===== src/rtl/vme_request_decoder_pkg.sv =====
// Shared definitions for the VME request decoder: strobe polarity, CPU
// function codes, FSM state encoding, default window bases and the
// address-window decode helper.
package vme_pkg;

    localparam logic ACTIVE   = 1'b0;
    localparam logic INACTIVE = 1'b1;

    localparam logic [2:0] FC_CPU_SPACE = 3'b111;

    localparam logic [7:0]  DEFAULT_A24_BASE = 8'hFF;
    localparam logic [15:0] DEFAULT_A16_BASE = 16'hFFFF;
    localparam logic [1:0]  DEFAULT_A40_BASE = 2'b10;

    typedef enum logic [1:0] {
        ST_IDLE      = 2'd0,
        ST_REQUEST   = 2'd1,
        ST_ACKED     = 2'd2,
        ST_TIMED_OUT = 2'd3
    } state_t;

    // Decoded window, active-high internally; at most one window bit is set.
    typedef struct packed {
        logic hit;
        logic a16;
        logic a24;
        logic a40;
    } window_t;

    // Priority decode A16 > A24 > A40; CPU space (IACK) never hits.
    function automatic window_t decode_window(
        input logic [31:0] addr,
        input logic [2:0]  fc,
        input logic [15:0] a16_base,
        input logic [7:0]  a24_base,
        input logic [1:0]  a40_base
    );
        window_t w;
        w = window_t'(4'b0000);
        if (fc == FC_CPU_SPACE) begin
            w = window_t'(4'b0000);
        end else if (addr[31:16] == a16_base) begin
            w.hit = 1'b1;
            w.a16 = 1'b1;
        end else if (addr[31:24] == a24_base) begin
            w.hit = 1'b1;
            w.a24 = 1'b1;
        end else if (addr[31:30] == a40_base) begin
            w.hit = 1'b1;
            w.a40 = 1'b1;
        end else begin
            w = window_t'(4'b0000);
        end
        return w;
    endfunction

endpackage


===== src/rtl/vme_request_decoder_if.sv =====
// CPU-side bus bundle of the VME request decoder. The master drives the
// 68030 cycle and the sequencer acknowledge; the slave (decoder) drives the
// request strobes and watchdog status.
interface vme_request_decoder_if;

    logic        cpu_as;
    logic [31:0] cpu_address;
    logic [2:0]  cpu_fc;
    logic [1:0]  cpu_dsack;
    logic        cpu_berr;

    logic        request_vme;
    logic        request_vme_a16;
    logic        request_vme_a24;
    logic        request_vme_a40;
    logic        timeout_berr;
    logic [7:0]  timeout_count;
    logic [31:0] timeout_address;

    modport master (
        output cpu_as, cpu_address, cpu_fc, cpu_dsack, cpu_berr,
        input  request_vme, request_vme_a16, request_vme_a24, request_vme_a40,
        input  timeout_berr, timeout_count, timeout_address
    );

    modport slave (
        input  cpu_as, cpu_address, cpu_fc, cpu_dsack, cpu_berr,
        output request_vme, request_vme_a16, request_vme_a24, request_vme_a40,
        output timeout_berr, timeout_count, timeout_address
    );

endinterface


===== src/rtl/vme_request_decoder_signal_sync.sv =====
// Two-flop synchronizer for a single asynchronous control input. Both flops
// reset to RESET_VALUE so an inactive-high strobe reads inactive out of reset.
module signal_sync #(
    parameter logic RESET_VALUE = 1'b1
) (
    input  logic clock,
    input  logic reset,
    input  logic i_d,
    output logic o_q
);

    logic r_meta;
    logic r_sync;

    // Shift the raw input through the metastability and output flops.
    always_ff @(posedge clock or negedge reset) begin
        if (!reset) begin
            r_meta <= RESET_VALUE;
            r_sync <= RESET_VALUE;
        end else begin
            r_meta <= i_d;
            r_sync <= r_meta;
        end
    end

    assign o_q = r_sync;

endmodule


===== src/rtl/vme_request_decoder.sv =====
// VME request decoder: turns a synchronised 68030 address strobe into VME
// window request strobes and runs the bus-timeout watchdog. All outputs come
// straight from flops.
module vme_request_decoder
    import vme_pkg::*;
#(
    parameter int unsigned  TIMEOUT_CYCLES = 1024,
    parameter logic [7:0]   A24_BASE       = DEFAULT_A24_BASE,
    parameter logic [15:0]  A16_BASE       = DEFAULT_A16_BASE,
    parameter logic [1:0]   A40_BASE       = DEFAULT_A40_BASE
) (
    input  logic                  clock,
    input  logic                  reset,
    vme_request_decoder_if.slave  bus
);

    // Counter value seen on the edge that completes TIMEOUT_CYCLES edges in REQUEST.
    localparam logic [15:0] TERMINAL = 16'(TIMEOUT_CYCLES - 32'd1);

    logic    w_as_sync;
    logic    w_as_active;
    logic    w_ack;
    logic    w_terminal;
    window_t w_window;

    state_t      r_state;
    state_t      w_state_next;
    logic [15:0] r_count;
    logic [15:0] w_count_next;
    logic [31:0] r_address;
    logic [31:0] w_address_next;
    logic        r_request_vme;
    logic        w_request_vme_next;
    logic        r_request_a16;
    logic        w_request_a16_next;
    logic        r_request_a24;
    logic        w_request_a24_next;
    logic        r_request_a40;
    logic        w_request_a40_next;
    logic        r_timeout_berr;
    logic        w_timeout_berr_next;
    logic [7:0]  r_timeout_count;
    logic [7:0]  w_timeout_count_next;
    logic [31:0] r_timeout_address;
    logic [31:0] w_timeout_address_next;

    signal_sync #(
        .RESET_VALUE (1'b1)
    ) u_as_sync (
        .clock (clock),
        .reset (reset),
        .i_d   (bus.cpu_as),
        .o_q   (w_as_sync)
    );

    assign w_window    = decode_window(bus.cpu_address, bus.cpu_fc, A16_BASE, A24_BASE, A40_BASE);
    assign w_as_active = (w_as_sync == ACTIVE);
    assign w_ack       = (bus.cpu_dsack != 2'b11) || (bus.cpu_berr == ACTIVE);
    assign w_terminal  = (r_count == TERMINAL);

    // State register.
    always_ff @(posedge clock or negedge reset) begin
        if (!reset) begin
            r_state <= ST_IDLE;
        end else begin
            r_state <= w_state_next;
        end
    end

    // Next state and next output values; a CPU abort outranks acknowledge and
    // timeout so release timing never stretches, and acknowledge beats timeout.
    always_comb begin
        w_state_next           = r_state;
        w_count_next           = r_count;
        w_address_next         = r_address;
        w_request_vme_next     = r_request_vme;
        w_request_a16_next     = r_request_a16;
        w_request_a24_next     = r_request_a24;
        w_request_a40_next     = r_request_a40;
        w_timeout_berr_next    = r_timeout_berr;
        w_timeout_count_next   = r_timeout_count;
        w_timeout_address_next = r_timeout_address;

        case (r_state)
            ST_IDLE: begin
                w_count_next        = 16'd0;
                w_request_vme_next  = INACTIVE;
                w_request_a16_next  = INACTIVE;
                w_request_a24_next  = INACTIVE;
                w_request_a40_next  = INACTIVE;
                w_timeout_berr_next = INACTIVE;
                if (w_as_active && w_window.hit) begin
                    w_state_next       = ST_REQUEST;
                    w_address_next     = bus.cpu_address;
                    w_request_vme_next = ACTIVE;
                    w_request_a16_next = ~w_window.a16;
                    w_request_a24_next = ~w_window.a24;
                    w_request_a40_next = ~w_window.a40;
                end else begin
                    w_state_next = ST_IDLE;
                end
            end

            ST_REQUEST: begin
                if (!w_as_active) begin
                    w_state_next       = ST_IDLE;
                    w_count_next       = 16'd0;
                    w_request_vme_next = INACTIVE;
                    w_request_a16_next = INACTIVE;
                    w_request_a24_next = INACTIVE;
                    w_request_a40_next = INACTIVE;
                end else if (w_ack) begin
                    w_state_next = ST_ACKED;
                end else if (w_terminal) begin
                    w_state_next           = ST_TIMED_OUT;
                    w_request_vme_next     = INACTIVE;
                    w_request_a16_next     = INACTIVE;
                    w_request_a24_next     = INACTIVE;
                    w_request_a40_next     = INACTIVE;
                    w_timeout_berr_next    = ACTIVE;
                    w_timeout_address_next = r_address;
                    w_timeout_count_next   = (r_timeout_count == 8'd255) ? 8'd255
                                                                        : r_timeout_count + 8'd1;
                end else begin
                    w_count_next = r_count + 16'd1;
                end
            end

            ST_ACKED: begin
                if (!w_as_active) begin
                    w_state_next       = ST_IDLE;
                    w_request_vme_next = INACTIVE;
                    w_request_a16_next = INACTIVE;
                    w_request_a24_next = INACTIVE;
                    w_request_a40_next = INACTIVE;
                end else begin
                    w_state_next = ST_ACKED;
                end
            end

            ST_TIMED_OUT: begin
                if (!w_as_active) begin
                    w_state_next        = ST_IDLE;
                    w_timeout_berr_next = INACTIVE;
                end else begin
                    w_state_next = ST_TIMED_OUT;
                end
            end

            default: begin
                w_state_next        = ST_IDLE;
                w_count_next        = 16'd0;
                w_request_vme_next  = INACTIVE;
                w_request_a16_next  = INACTIVE;
                w_request_a24_next  = INACTIVE;
                w_request_a40_next  = INACTIVE;
                w_timeout_berr_next = INACTIVE;
            end
        endcase
    end

    // Datapath and output registers.
    always_ff @(posedge clock or negedge reset) begin
        if (!reset) begin
            r_count           <= 16'd0;
            r_address         <= 32'd0;
            r_request_vme     <= INACTIVE;
            r_request_a16     <= INACTIVE;
            r_request_a24     <= INACTIVE;
            r_request_a40     <= INACTIVE;
            r_timeout_berr    <= INACTIVE;
            r_timeout_count   <= 8'd0;
            r_timeout_address <= 32'd0;
        end else begin
            r_count           <= w_count_next;
            r_address         <= w_address_next;
            r_request_vme     <= w_request_vme_next;
            r_request_a16     <= w_request_a16_next;
            r_request_a24     <= w_request_a24_next;
            r_request_a40     <= w_request_a40_next;
            r_timeout_berr    <= w_timeout_berr_next;
            r_timeout_count   <= w_timeout_count_next;
            r_timeout_address <= w_timeout_address_next;
        end
    end

    assign bus.request_vme     = r_request_vme;
    assign bus.request_vme_a16 = r_request_a16;
    assign bus.request_vme_a24 = r_request_a24;
    assign bus.request_vme_a40 = r_request_a40;
    assign bus.timeout_berr    = r_timeout_berr;
    assign bus.timeout_count   = r_timeout_count;
    assign bus.timeout_address = r_timeout_address;

endmodule


===== src/flat_wrapper.sv =====
// flat-port wrapper written by rule: the top's interface ports become plain ports
module vme_request_decoder_flat import vme_pkg::*;
#(
    parameter int unsigned  TIMEOUT_CYCLES = 1024,
    parameter logic [7:0]   A24_BASE       = DEFAULT_A24_BASE,
    parameter logic [15:0]  A16_BASE       = DEFAULT_A16_BASE,
    parameter logic [1:0]   A40_BASE       = DEFAULT_A40_BASE
)
  (clock, reset, bus_cpu_as, bus_cpu_address, bus_cpu_fc, bus_cpu_dsack, bus_cpu_berr, bus_request_vme, bus_request_vme_a16, bus_request_vme_a24, bus_request_vme_a40, bus_timeout_berr, bus_timeout_count, bus_timeout_address);
  vme_request_decoder_if bus_i ();
  input  logic clock;
  input  logic reset;
  input wire logic [$bits(bus_i.cpu_as)-1:0] bus_cpu_as;
  input wire logic [$bits(bus_i.cpu_address)-1:0] bus_cpu_address;
  input wire logic [$bits(bus_i.cpu_fc)-1:0] bus_cpu_fc;
  input wire logic [$bits(bus_i.cpu_dsack)-1:0] bus_cpu_dsack;
  input wire logic [$bits(bus_i.cpu_berr)-1:0] bus_cpu_berr;
  output wire logic [$bits(bus_i.request_vme)-1:0] bus_request_vme;
  output wire logic [$bits(bus_i.request_vme_a16)-1:0] bus_request_vme_a16;
  output wire logic [$bits(bus_i.request_vme_a24)-1:0] bus_request_vme_a24;
  output wire logic [$bits(bus_i.request_vme_a40)-1:0] bus_request_vme_a40;
  output wire logic [$bits(bus_i.timeout_berr)-1:0] bus_timeout_berr;
  output wire logic [$bits(bus_i.timeout_count)-1:0] bus_timeout_count;
  output wire logic [$bits(bus_i.timeout_address)-1:0] bus_timeout_address;
  assign bus_i.cpu_as = bus_cpu_as;
  assign bus_i.cpu_address = bus_cpu_address;
  assign bus_i.cpu_fc = bus_cpu_fc;
  assign bus_i.cpu_dsack = bus_cpu_dsack;
  assign bus_i.cpu_berr = bus_cpu_berr;
  assign bus_request_vme = bus_i.request_vme;
  assign bus_request_vme_a16 = bus_i.request_vme_a16;
  assign bus_request_vme_a24 = bus_i.request_vme_a24;
  assign bus_request_vme_a40 = bus_i.request_vme_a40;
  assign bus_timeout_berr = bus_i.timeout_berr;
  assign bus_timeout_count = bus_i.timeout_count;
  assign bus_timeout_address = bus_i.timeout_address;
  vme_request_decoder #(.TIMEOUT_CYCLES(TIMEOUT_CYCLES), .A24_BASE(A24_BASE), .A16_BASE(A16_BASE), .A40_BASE(A40_BASE)) u_core (.clock(clock), .reset(reset), .bus(bus_i));
endmodule

===== config.mk =====
export PLATFORM = sky130hd
export DESIGN_NAME = vme_request_decoder_flat
export DESIGN_NICKNAME = d
export VERILOG_FILES = /design/src/rtl/vme_request_decoder_pkg.sv /design/src/rtl/vme_request_decoder_if.sv /design/src/rtl/vme_request_decoder_signal_sync.sv /design/src/rtl/vme_request_decoder.sv /design/src/flat_wrapper.sv
export SDC_FILE = /design/constraint.sdc
export NUM_CORES = 1
export LEC_CHECK = 0
export ABC_AREA = 0
export ABC_CLOCK_PERIOD_IN_PS = 2300
export BUFFER_PORTS_ARGS = -buffer_cell sky130_fd_sc_hd__clkbuf_2
export CAP_MARGIN = 5
export CORE_ASPECT_RATIO = 1.75
export CORE_UTILIZATION = 55
export DETAILED_ROUTE_END_ITERATION = 8
export PLACE_DENSITY = 0.85
export SYNTH_ARGS = -nofsm -noshare
export SYNTH_HDL_FRONTEND = slang
export SYNTH_HIERARCHICAL = 1
export SYNTH_SLANG_ARGS = --single-unit

===== constraint.sdc =====
create_clock -name clock -period 2.3 [get_ports clock]
set_input_delay 0.345 -clock clock [delete_from_list [all_inputs] [get_ports clock]]
set_output_delay 0.345 -clock clock [all_outputs]
set_load 0.005 [all_outputs]

[After elaboration in Yosys (flattened, before gate mapping)]
Cells that the tools add are included.
Storage, ports and cells
  bits in registers: 97
  bits in latches: 0
  memory bits (writable): 0
  bits in read-only memories: 0
  bits of input ports: 41
  memories: 0
Cells by class
  $add $sub $neg: 2
  $mul: 0
  divide/modulo/power cells: 0
  magnitude comparators: 0
  eq/ne operators: 19
  shift-type cells: 0
  mux-type cells: 35
  bitwise operators: 6
  reductions and logical operators: 11
Operators with widths (count)
  $mux 16: 3
  $pmux 16 s2: 1
  $add 16x1->16 const B: 1
  $eq 16x10->1 const B: 1
  $eq 16x16->1 const B: 1
  $eq 8x8->1 const B: 2
  $mux 1: 16
  $pmux 1 s3: 5
  $mux 2: 7
  $ne 2x2->1 const B: 5
  $add 8x1->8 const B: 1
  $mux 8: 1
  $pmux 2 s4: 1
  $reduce_and 4->1: 2
  $eq 2x2->1 const B: 3
  $ne 3x3->1 const B: 2
  $not 1->1: 6
  $reduce_bool 3->1: 2
  $reduce_and 5->1: 1
  $mux 4: 1
  $ne 4x2->1 const B: 1
  $eq 3x3->1 const B: 1
  $ne 3x2->1 const B: 1
  $reduce_and 3->1: 1
  7 further kinds: 7

[Logic depth before layout (Yosys ltp)]
Gate-level depths: netlist of run 1.
  word-level depth: 8
  mapped depth: 9
  depth with buffers taken out: 6

[By module]
The synthesis of run 1 kept the hierarchy.
Modules (own cells, without submodules)
  vme_request_decoder: times used 1, cells each 336, area an instance 4239.1 um2
  signal_sync: times used 1, cells each 2, area an instance 52.6 um2

[Worst setup path after synthesis of run 1]
OpenSTA, ideal clock, no wires.
  path type: register to register
  start point: register u_core.r_state[1]
  end point: register u_core.r_timeout_address[0], in the netlist u_core/bus.timeout_address[0]
  setup time: 127 ps
  arrival: 1964 ps
  setup slack: 208 ps
  cell stages (with the launch flop): 10
  buffers on the path: 3
  period minus slack after synthesis: 2092 ps
  path through: dfrtp_1 inv_1 ha_1 nand2b_1 buf_2 or2_1 buf_2 nor2_4 buf_6 mux2_1
On the way
  word-level cells in the longest chain between the ends: 2
RTL lines
  from (decl): RTL line vme_request_decoder.sv:26  | state_t r_state;
  from (signal assigned): RTL line vme_request_decoder.sv:66  | r_state <= w_state_next;
  $eq 2x1->1: RTL line vme_request_decoder.sv:84  | case (r_state)
  $reduce_and 4->1 (no source line)
  to (signal assigned): RTL line vme_request_decoder.sv:183  | r_timeout_address <= w_timeout_address_next;
  to (decl): RTL line vme_request_decoder.sv:44  | logic [31:0] r_timeout_address;
Every way passes these cells.
A chain may end at the register's enable or synchronous reset.

[Worst setup path after layout of run 1]
  start point: register u_core.r_state[1]
  end point: register u_core.r_timeout_address[28], in the netlist u_core/bus.timeout_address[28]
The elaborated chain is that of the path after synthesis.

==> results.ini, run 1 <==
[clock_tree]
cts_setup_buffers = 0
clk_pin_slew_ps = 60
max-clock-path-buffers = 2
h-tree-depth = 3
insertion_delay_ps = 340
cts_hold_buf = 0
cts_sinks = 97
cts_tree = done
cts.repair.resized = 0
cts_buffers = 9
root_buffer = clkbuf_16

[synth]
async_reset_ff_share_pct = 100
synth-edff-count = 0
synth-compound-area-share_pct = 8.69
synthSimpleGateAreaFrac_pct = 11.1
synth-xor-area-share_pct = 0
synth_top_family_by_area = multiplexers
yosys_warnings = 6
syn_area_sq_um = 4290
synth_seq_cells = 97
yosysUniqueCellTypes = 50
synthMuxAreaShare_pct = 18.5
seq_area_frac_synth_pct = 56.8
synthAdderAreaFrac_pct = 2.04
synthFlopType = dfrtp_1
syn_nets = 386
synthTopCellsByArea = dfrtp_1 52%, mux2_2 10%, mux2_1 7.3%, dfstp_2 4.3%, a31oi_1 2.2%
syn_area_per_cell_sq_um = 12.7
synth_top_cell_by_area = dfrtp_1
syn_inst = 338
synth_top_area_share_pct = 52.5

[sta]
clock.fmax_mhz = 465
rsz0062_at_grt = false
drv_slew = 0
tightest_slew_ps = 629
finClkSkew_ps = 4.98
setup_violations = 0
finalHoldViolations = 0
period_share_pct = 93.6
period_minus_slack_ps = 2150
tns_ps = 0
slew_headroom_pct = 58.1

[layout]
fin_nets = 477
final_cells = 522
final_cell_mix = 90 x dfrtp_1, 84 x clkbuf_2, 39 x mux2_2
drive_above_1_share_pct = 37.8
final_common_cell = dfrtp_1
area_delta_synth_final_pct = 21.0
final_core_util_pct = 68.7
antennaDiodeCount = 0

[power_and_ir_drop]
leakagePower_uw = 0.00255
p_total_uw = 4710
ir_drop_mv = 0.790
p_per_area_nw_per_um2 = 907

[die]
start_util_pct = 56.7
rows = 42
dieArea_sq_um = 8170
die_x_microns = 68.8
io_pins = 86
coreArea_sq_um = 7570
die_y_microns = 119

[routing]
first_iter_violations = 181
vias = 3089
viasPerCell = 5.92
final_antenna_net_count = 0
wl_microns = 9160
wl_per_cell_microns = 17.5
drc = 0
first_pass_iters = 6

[worst_setup_path]
slowest_delay_ps = 440
cp.arrival_ps = 2370
reg2reg_depth = 7
crit_fanout = 9
path_class = reg -> reg
crit_required_ps = 2520
critical_path.slowest_cell = dfrtp_1
startpoint_type = register
path_cells = inv_1, ha_1, nand2b_1, or2_1, nor2_4, buf_4, mux2_1
critical_path.endpoint_type = register

[place]
dp_hpwl_microns = 6470
placedCellCount = 506
place_congestion = 0.857
io_buffers = 85

[grt]
grt-ovfl-total = 0
use_met3_pct = 7.28
grt_pass1_vias = 3280
grt_pass1_wl_microns = 15400
use_met2_pct = 41.2
grt_util_met1_pct = 30.3
grt.busiest_layer = met2
grt_max_degree = 52
antenna_found_initial = 0
grt_usage_pct = 25.7

[min_path]
hold_path.class = in -> async

[status]
status = finished, final reports clean

[flow_run]
cap_violations = 0

-- logic make-up after synthesis --
kind of cell | Yosys count
compound gates | 55
fa+ha+maj | 7
buf+inv | 25
flops | 97
mux | 71
simple gates | 83
-- report_power, final --
group	internal (uW)	leakage (uW)	switching (uW)
registers	2030	0.00125	173
clock network	1100	0.000173	644
logic	382	0.00113	392
total	3510	0.00255	1210
-- per-stage QoR --
step	setup WS, ps	hold WS [ps]	cell area [sq um]
2_1_floorplan	208	49.4	4290
3_3_place_gp	256	346	4840
3_5_place_dp	162	347	4840
4_1_cts	140	32.3	5190
5_1_grt	11.6	63.4	5190
6_report	148	23.7	5190
-- area by class of cell --
| type | count | area [sq um] |
|---|---|---|
| Timing Repair Buffer | 95 | 528 |
| Multi-Input combinational cell | 216 | 1730 |
| Inverter | 10 | 37.5 |
| Clock inverter | 6 | 113 |
| Tap cell | 88 | 110 |
| Fill cell | 555 | 2370 |
| Sequential cell | 97 | 2440 |
| Clock buffer | 10 | 239 |
-- synth_stat cells, drive strengths merged (3+ instances only) --
cell type,n
dfrtp,90
mux2,67
a31oi,15
nand2,15
a21oi,13
nor2,13
nand3,11
buf,10
inv,10
and3,7
dfstp,7
ha,7
nand4,6
nor3,6
o21ai,6
clkbuf,5
nand2b,5
and4,4
mux2i,4
nor4,4
o31ai,3
or4,3
-- sequential cells by signal (all words and copies together) (netlist names), 2 cells and up --
name and count:
u_core/r_address 32, u_core/r_count 16, u_core/bus.timeout_count 8, u_core/bus.timeout_address 32, u_core/r_state 2
-- path summary, 6_finish.rpt --
| kind | start | to | slack [ps] |
|---|---|---|---|
| min | reset | u_core/bus.timeout_address[25] | 20 |
| min reg2reg | u_core/u_as_sync/r_meta | u_core/u_as_sync/o_q | 350 |
| max reg2reg | u_core/r_state[1] | u_core/bus.timeout_address[28] | 150 |
| min in group clock | bus_cpu_as | u_core/u_as_sync/r_meta | 90 |
| max in group asynchronous | reset | u_core/bus.timeout_berr | 1530 |
| max | u_core/r_state[1] | u_core/bus.timeout_address[28] | 150 |
-- per-layer routing --
metal  part of all wire, %  vias up  wire [microns]
met5                     0        -               0
met4                   4.0        0             369
met1                    38     1539            3460
met2                    53       96            4900
met3                   4.7       32             430
li1                      -     1422               -
-- critical path, delay by kind of cell (launching register included) --
kind / cells / cell delay [ps]
fa+ha+maj: 1 / 260
buf+inv: 2 / 360
flops: 1 / 440
mux: 1 / 340
simple gates: 3 / 630
Power figures use the tool's default switching activity.
==> run 2, diff against run 1 <==
- RECOVER_POWER: not set -> 25
==> results.ini, run 2 (synthesized netlist as in run 1, its figures left out) <==
[power_and_ir_drop]
power_frac_comb_pct = 16.3
p_switching_uw = 1200
p_per_area_nw_per_um2 = 909
p_sw_share_pct = 25.6
leakagePower_uw = 0.00255
p_seq_share_pct = 46.7
p_clk_share_pct = 37.0
p_int_uw = 3500
ir_drop_mv = 0.747

[die]
io_pins = 86
dieArea_sq_um = 8170
start_util_pct = 56.7
die_x_microns = 68.8
die_y_microns = 119
rows = 42
coreArea_sq_um = 7570

[clock_tree]
cts_sinks = 97
cts_buffers = 9
h-tree-depth = 3
cts_tree = done
max-clock-path-buffers = 2
cts.repair.resized = 0
clk_pin_slew_ps = 60
insertion_delay_ps = 340
root_buffer = clkbuf_16
cts_hold_buf = 0
cts_setup_buffers = 0

[worst_setup_path]
r2r_end = u_core/bus.timeout_address[28]
cp.arrival_ps = 2370
slowest_delay_ps = 440
critPathBufInv = 2
startpoint_type = register
crit_required_ps = 2520
path_cells = inv_1, ha_1, nand2b_1, or2_1, nor2_4, buf_4, mux2_1
crit_fanout = 9
path_class = reg -> reg
reg2reg_depth = 7
reg2reg_slack_ps = 150
critical_path.slowest_cell = dfrtp_1
r2r_start = u_core/r_state[1]
crit_family = simple AND/OR/NAND/NOR gates
critical_path.endpoint_type = register

[grt]
grt_max_degree = 52
grt_usage_pct = 25.7
antenna_found_initial = 0
grt-ovfl-total = 0
grt_pass1_wl_microns = 15400
grt_pass1_vias = 3280

[routing]
wl_microns = 9150
dr_wl_met2_microns = 4850
first_pass_iters = 4
vias = 3123
topRoutingLayerUsed = met4
drc = 0
route.met3.wl_microns = 465
viasPerCell = 5.98
first_iter_violations = 222
final_antenna_net_count = 0
wl_per_cell_microns = 17.5
wl_met1_microns = 3460

[sta]
tns_ps = 0
period_minus_slack_ps = 2150
finalHoldViolations = 0
slew_headroom_pct = 20.2
clock.fmax_mhz = 465
finClkSkew_ps = 4.89
rsz0062_at_grt = false
drv_slew = 0
tightest_slew_ps = 1200
setup_violations = 0
period_share_pct = 93.4

[min_path]
worstHoldEndpoint = u_core/u_as_sync/r_meta
worstHoldPathCells = 1
hold_path.class = in -> reg
min-delay-start = bus_cpu_as

[layout]
fillers = 557
drive_above_1_share_pct = 37.8
area_delta_synth_final_pct = 20.7
antennaDiodeCount = 0
multi_input_area_sq_um = 1730
final_cell_mix = 90 x dfrtp_1, 85 x clkbuf_2, 39 x mux2_2
seq_area_sq_um = 2440
final_cells = 522
final_common_cell = dfrtp_1
fin_nets = 477

[place]
place_congestion = 0.857
io_buffers = 85
placedCellCount = 506
dp_hpwl_microns = 6470

[flow_run]
cap_violations = 0

[status]
status = finished, final reports clean

[run 2: how the worst max path moves through the flow]
stage	startpoint	to	slack, ps	cells after the start
after global routing	u_core/r_state[1]	u_core/bus.timeout_address[28]	10	7
after CTS	u_core/r_state[1]	u_core/bus.timeout_address[28]	140	7
after global placement	u_core/r_state[1]	u_core/bus.timeout_address[20]	260	7
final	u_core/r_state[1]	u_core/bus.timeout_address[28]	150	7
after floorplan	u_core/r_state[1]	u_core/bus.timeout_address[0]	210	9
after detailed placement	u_core/r_state[1]	u_core/bus.timeout_address[28]	160	7
[run 2: power by group through the flow]
stage | registers (uW) | clock network, uW | logic (uW)
after global placement | 2190 | 0 | 724
after detailed placement | 2220 | 0 | 764
after global routing | 2230 | 1840 | 854
final | 2200 | 1740 | 768
after floorplan | 2160 | 0 | 562
after CTS | 2190 | 1780 | 773
[run 2: through the flow]
stage               area (sq um)  hold WS (ps)  total power, uW  utilization, %  worst slack (ps)
detailed placement          4840           347             2990            64.0               162
finish                      5180          86.2             4710            68.5               151
global route                5180          79.2             4920            68.5              11.6
global placement            4840           346             2910            64.0               256
CTS                         5190          32.3             4750            68.7               140
floorplan                   4290          49.4             2730               -               208
[run 2: cell type report]
cell class / count / share of cell area [%]
repair buffers: 95 / 9.90
flip-flops and latches: 97 / 47.0
well taps: 88 / 2.13
clock buffers: 10 / 4.61
clock inverters: 6 / 2.17
multi-input cells: 216 / 33.4
inverters: 10 / 0.725
[run 2: worst register-to-register path, delay by kind of cell, from the launching register on]
family / cells / cell delay (ps)
simple gates: 3 / 630
buf+inv: 2 / 360
fa+ha+maj: 1 / 260
flops: 1 / 440
mux: 1 / 340
[run 2: layer usage]
layer  vias up  GRT usage (%)
met2       115           41.2
met4         0           13.8
met1      1549           30.3
met5         -              0
met3        36           7.28
li1       1423              -
==> run 3, diff against run 2 <==
- CAP_MARGIN: 5 -> 20
- SYNTH_HIERARCHICAL: 1 -> not set
==> results.ini, run 3 <==
[power_and_ir_drop]
ir_drop_mv = 0.685
p_per_area_nw_per_um2 = 892
leakagePower_uw = 0.00256

[grt]
antenna_found_initial = 0
grt_pass1_vias = 3412
use_met3_pct = 4.95
grt_max_degree = 50
grt_usage_pct = 25.0
grt_util_met1_pct = 27.3
grt.busiest_layer = met2
use_met2_pct = 45.0
grt-ovfl-total = 0
grt_pass1_wl_microns = 16300

[synth]
synth.most_common_cell = dfrtp_1
syn_area_sq_um = 4370
synthTopCellsByArea = dfrtp_1 52%, mux2_2 19%, dfstp_2 4.2%, ha_1 2.0%, nand3_1 1.9%
synth-edff-count = 0
synthFlopType = dfrtp_1
netlist_top_cells_count = 90 x dfrtp_1, 72 x mux2_2, 17 x nand3_1, 13 x nand2_1, 12 x a21oi_1
yosys_warnings = 0
seq_area_frac_synth_pct = 55.7
synth_seq_cells = 97
syn_area_per_cell_sq_um = 12.9
synth_top_cell_by_area = dfrtp_1
yosysUniqueCellTypes = 46
synth_top_area_share_pct = 51.5
async_reset_ff_share_pct = 100
syn_nets = 388
syn_inst = 340

[clock_tree]
insertion_delay_ps = 350
root_buffer = clkbuf_16
cts_tree = done
cts_buffers = 9
h-tree-depth = 3
cts_hold_buf = 0
max-clock-path-buffers = 2
clk_pin_slew_ps = 70
cts_sinks = 97

[sta]
finalHoldViolations = 0
period_minus_slack_ps = 2230
period_share_pct = 96.8
slew_headroom_pct = 17.8
setup_violations = 0
clock.fmax_mhz = 449
tns_ps = 0
drv_slew = 0
tightest_slew_ps = 1230
finClkSkew_ps = 6.76
worst_slack_ps = 72.9
rsz0062_at_grt = false

[status]
status = finished, final reports clean

[layout]
final_common_cell = dfrtp_1
area_delta_synth_final_pct = 22.5
antennaDiodeCount = 0
final_cell_mix = 90 x dfrtp_1, 86 x clkbuf_2, 72 x mux2_2
final_core_util_pct = 70.3
fin_nets = 486
drive_above_1_share_pct = 46.7

[place]
place_congestion = 0.914
io_buffers = 85
preCtsSetupSlack_ps = 72.7
dp_hpwl_microns = 6600

[die]
dieArea_sq_um = 8320
start_util_pct = 57.4
rows = 42
die_x_microns = 69.4
die_y_microns = 120
io_pins = 86
coreArea_sq_um = 7620

[worst_setup_path]
critical_path.slowest_cell = or4_4
crit_fanout = 34
startpoint_type = register
r2r_start = u_core.r_count[13]
critical_path.endpoint_type = register
slowest_delay_ps = 550
path_cells = or4_4, or2_4, nor3_4, buf_12, mux2_2
crit_required_ps = 2530
path_class = reg -> reg
cp.arrival_ps = 2450
startpoint = u_core.r_count[13]

[routing]
wl_per_cell_microns = 18.5
wl_microns = 9850
first_iter_violations = 188
viasPerCell = 6.10
vias = 3238
final_antenna_net_count = 0
first_pass_iters = 4
drc = 0

[min_path]
hold_path.class = in -> reg
min-delay-start = bus_cpu_as

[flow_run]
cap_violations = 0

-- run 3: timing repair --
action	CTS	global route
endpoints found under the setup margin	0	9
resized for setup	0	1
buffers inserted	0	1
-- run 3: worst paths after layout --
check / end / slack (ps) / cells past startpoint
max: u_core.bus.timeout_address[5] / 70 / 5
max in group asynchronous: u_core.bus.timeout_address[6] / 530 / 2
min in group asynchronous: u_core.r_state[0] / 260 / 1
min reg2reg: u_core.u_as_sync.o_q / 360 / 0
min: u_core.u_as_sync.r_meta / 90 / 1
max reg2reg: u_core.bus.timeout_address[5] / 70 / 5
-- run 3: worst max-delay path, delay by kind of cell, from the launching register on --
family / cells / cell delay [ps]
buffers and inverters: 1 / 240
DFF: 1 / 430
and+or+nand+nor: 3 / 1070
muxes: 1 / 370
-- run 3: area by class of cell --
type,count,area [sq um]
clock buffers,9,225
clock inverters,7,146
fillers,489,2260
inverters,8,30.0
multi-input cells,219,1820
flip-flops and latches,97,2440
well taps,88,110
repair buffers,103,583
-- run 3: stage by stage --
stage	hold WS [ps]	cells	total power (uW)	area (sq um)
2_1_floorplan	49.4	340	2670	4370
3_3_place_gp	346	514	2870	4990
5_1_grt	87.7	531	4970	5360
6_report	88.3	531	4780	5360
3_5_place_dp	347	514	2940	4990
4_1_cts	43.3	530	4780	5360
-- run 3: cell families (layout without fill, tap and decap cells) --
group / Yosys count / in the layout / synth area share [%]
and+or+nand+nor: 92 / 92 / 12.6
AOI/OAI and AO/OA: 42 / 42 / 7.07
DFF: 97 / 97 / 55.7
buffers and inverters: 24 / 127 / 2.63
adders and majority gates: 7 / 7 / 2.00
muxes: 78 / 78 / 20.0
-- run 3: power breakdown --
| part | internal, uW | switching (uW) | leakage [uW] | total (uW) |
|---|---|---|---|---|
| combinational | 404 | 362 | 0.00113 | 766 |
| sequential | 2010 | 164 | 0.00125 | 2180 |
| clock | 1180 | 653 | 0.000181 | 1840 |
| total | 3600 | 1180 | 0.00256 | 4780 |
-- run 3: routing by layer --
| layer | share of wire [%] | vias to the layer above |
|---|---|---|
| met5 | 0 | - |
| met4 | 2.6 | 0 |
| met3 | 5.0 | 25 |
| met2 | 56 | 116 |
| met1 | 37 | 1631 |
| li1 | - | 1466 |
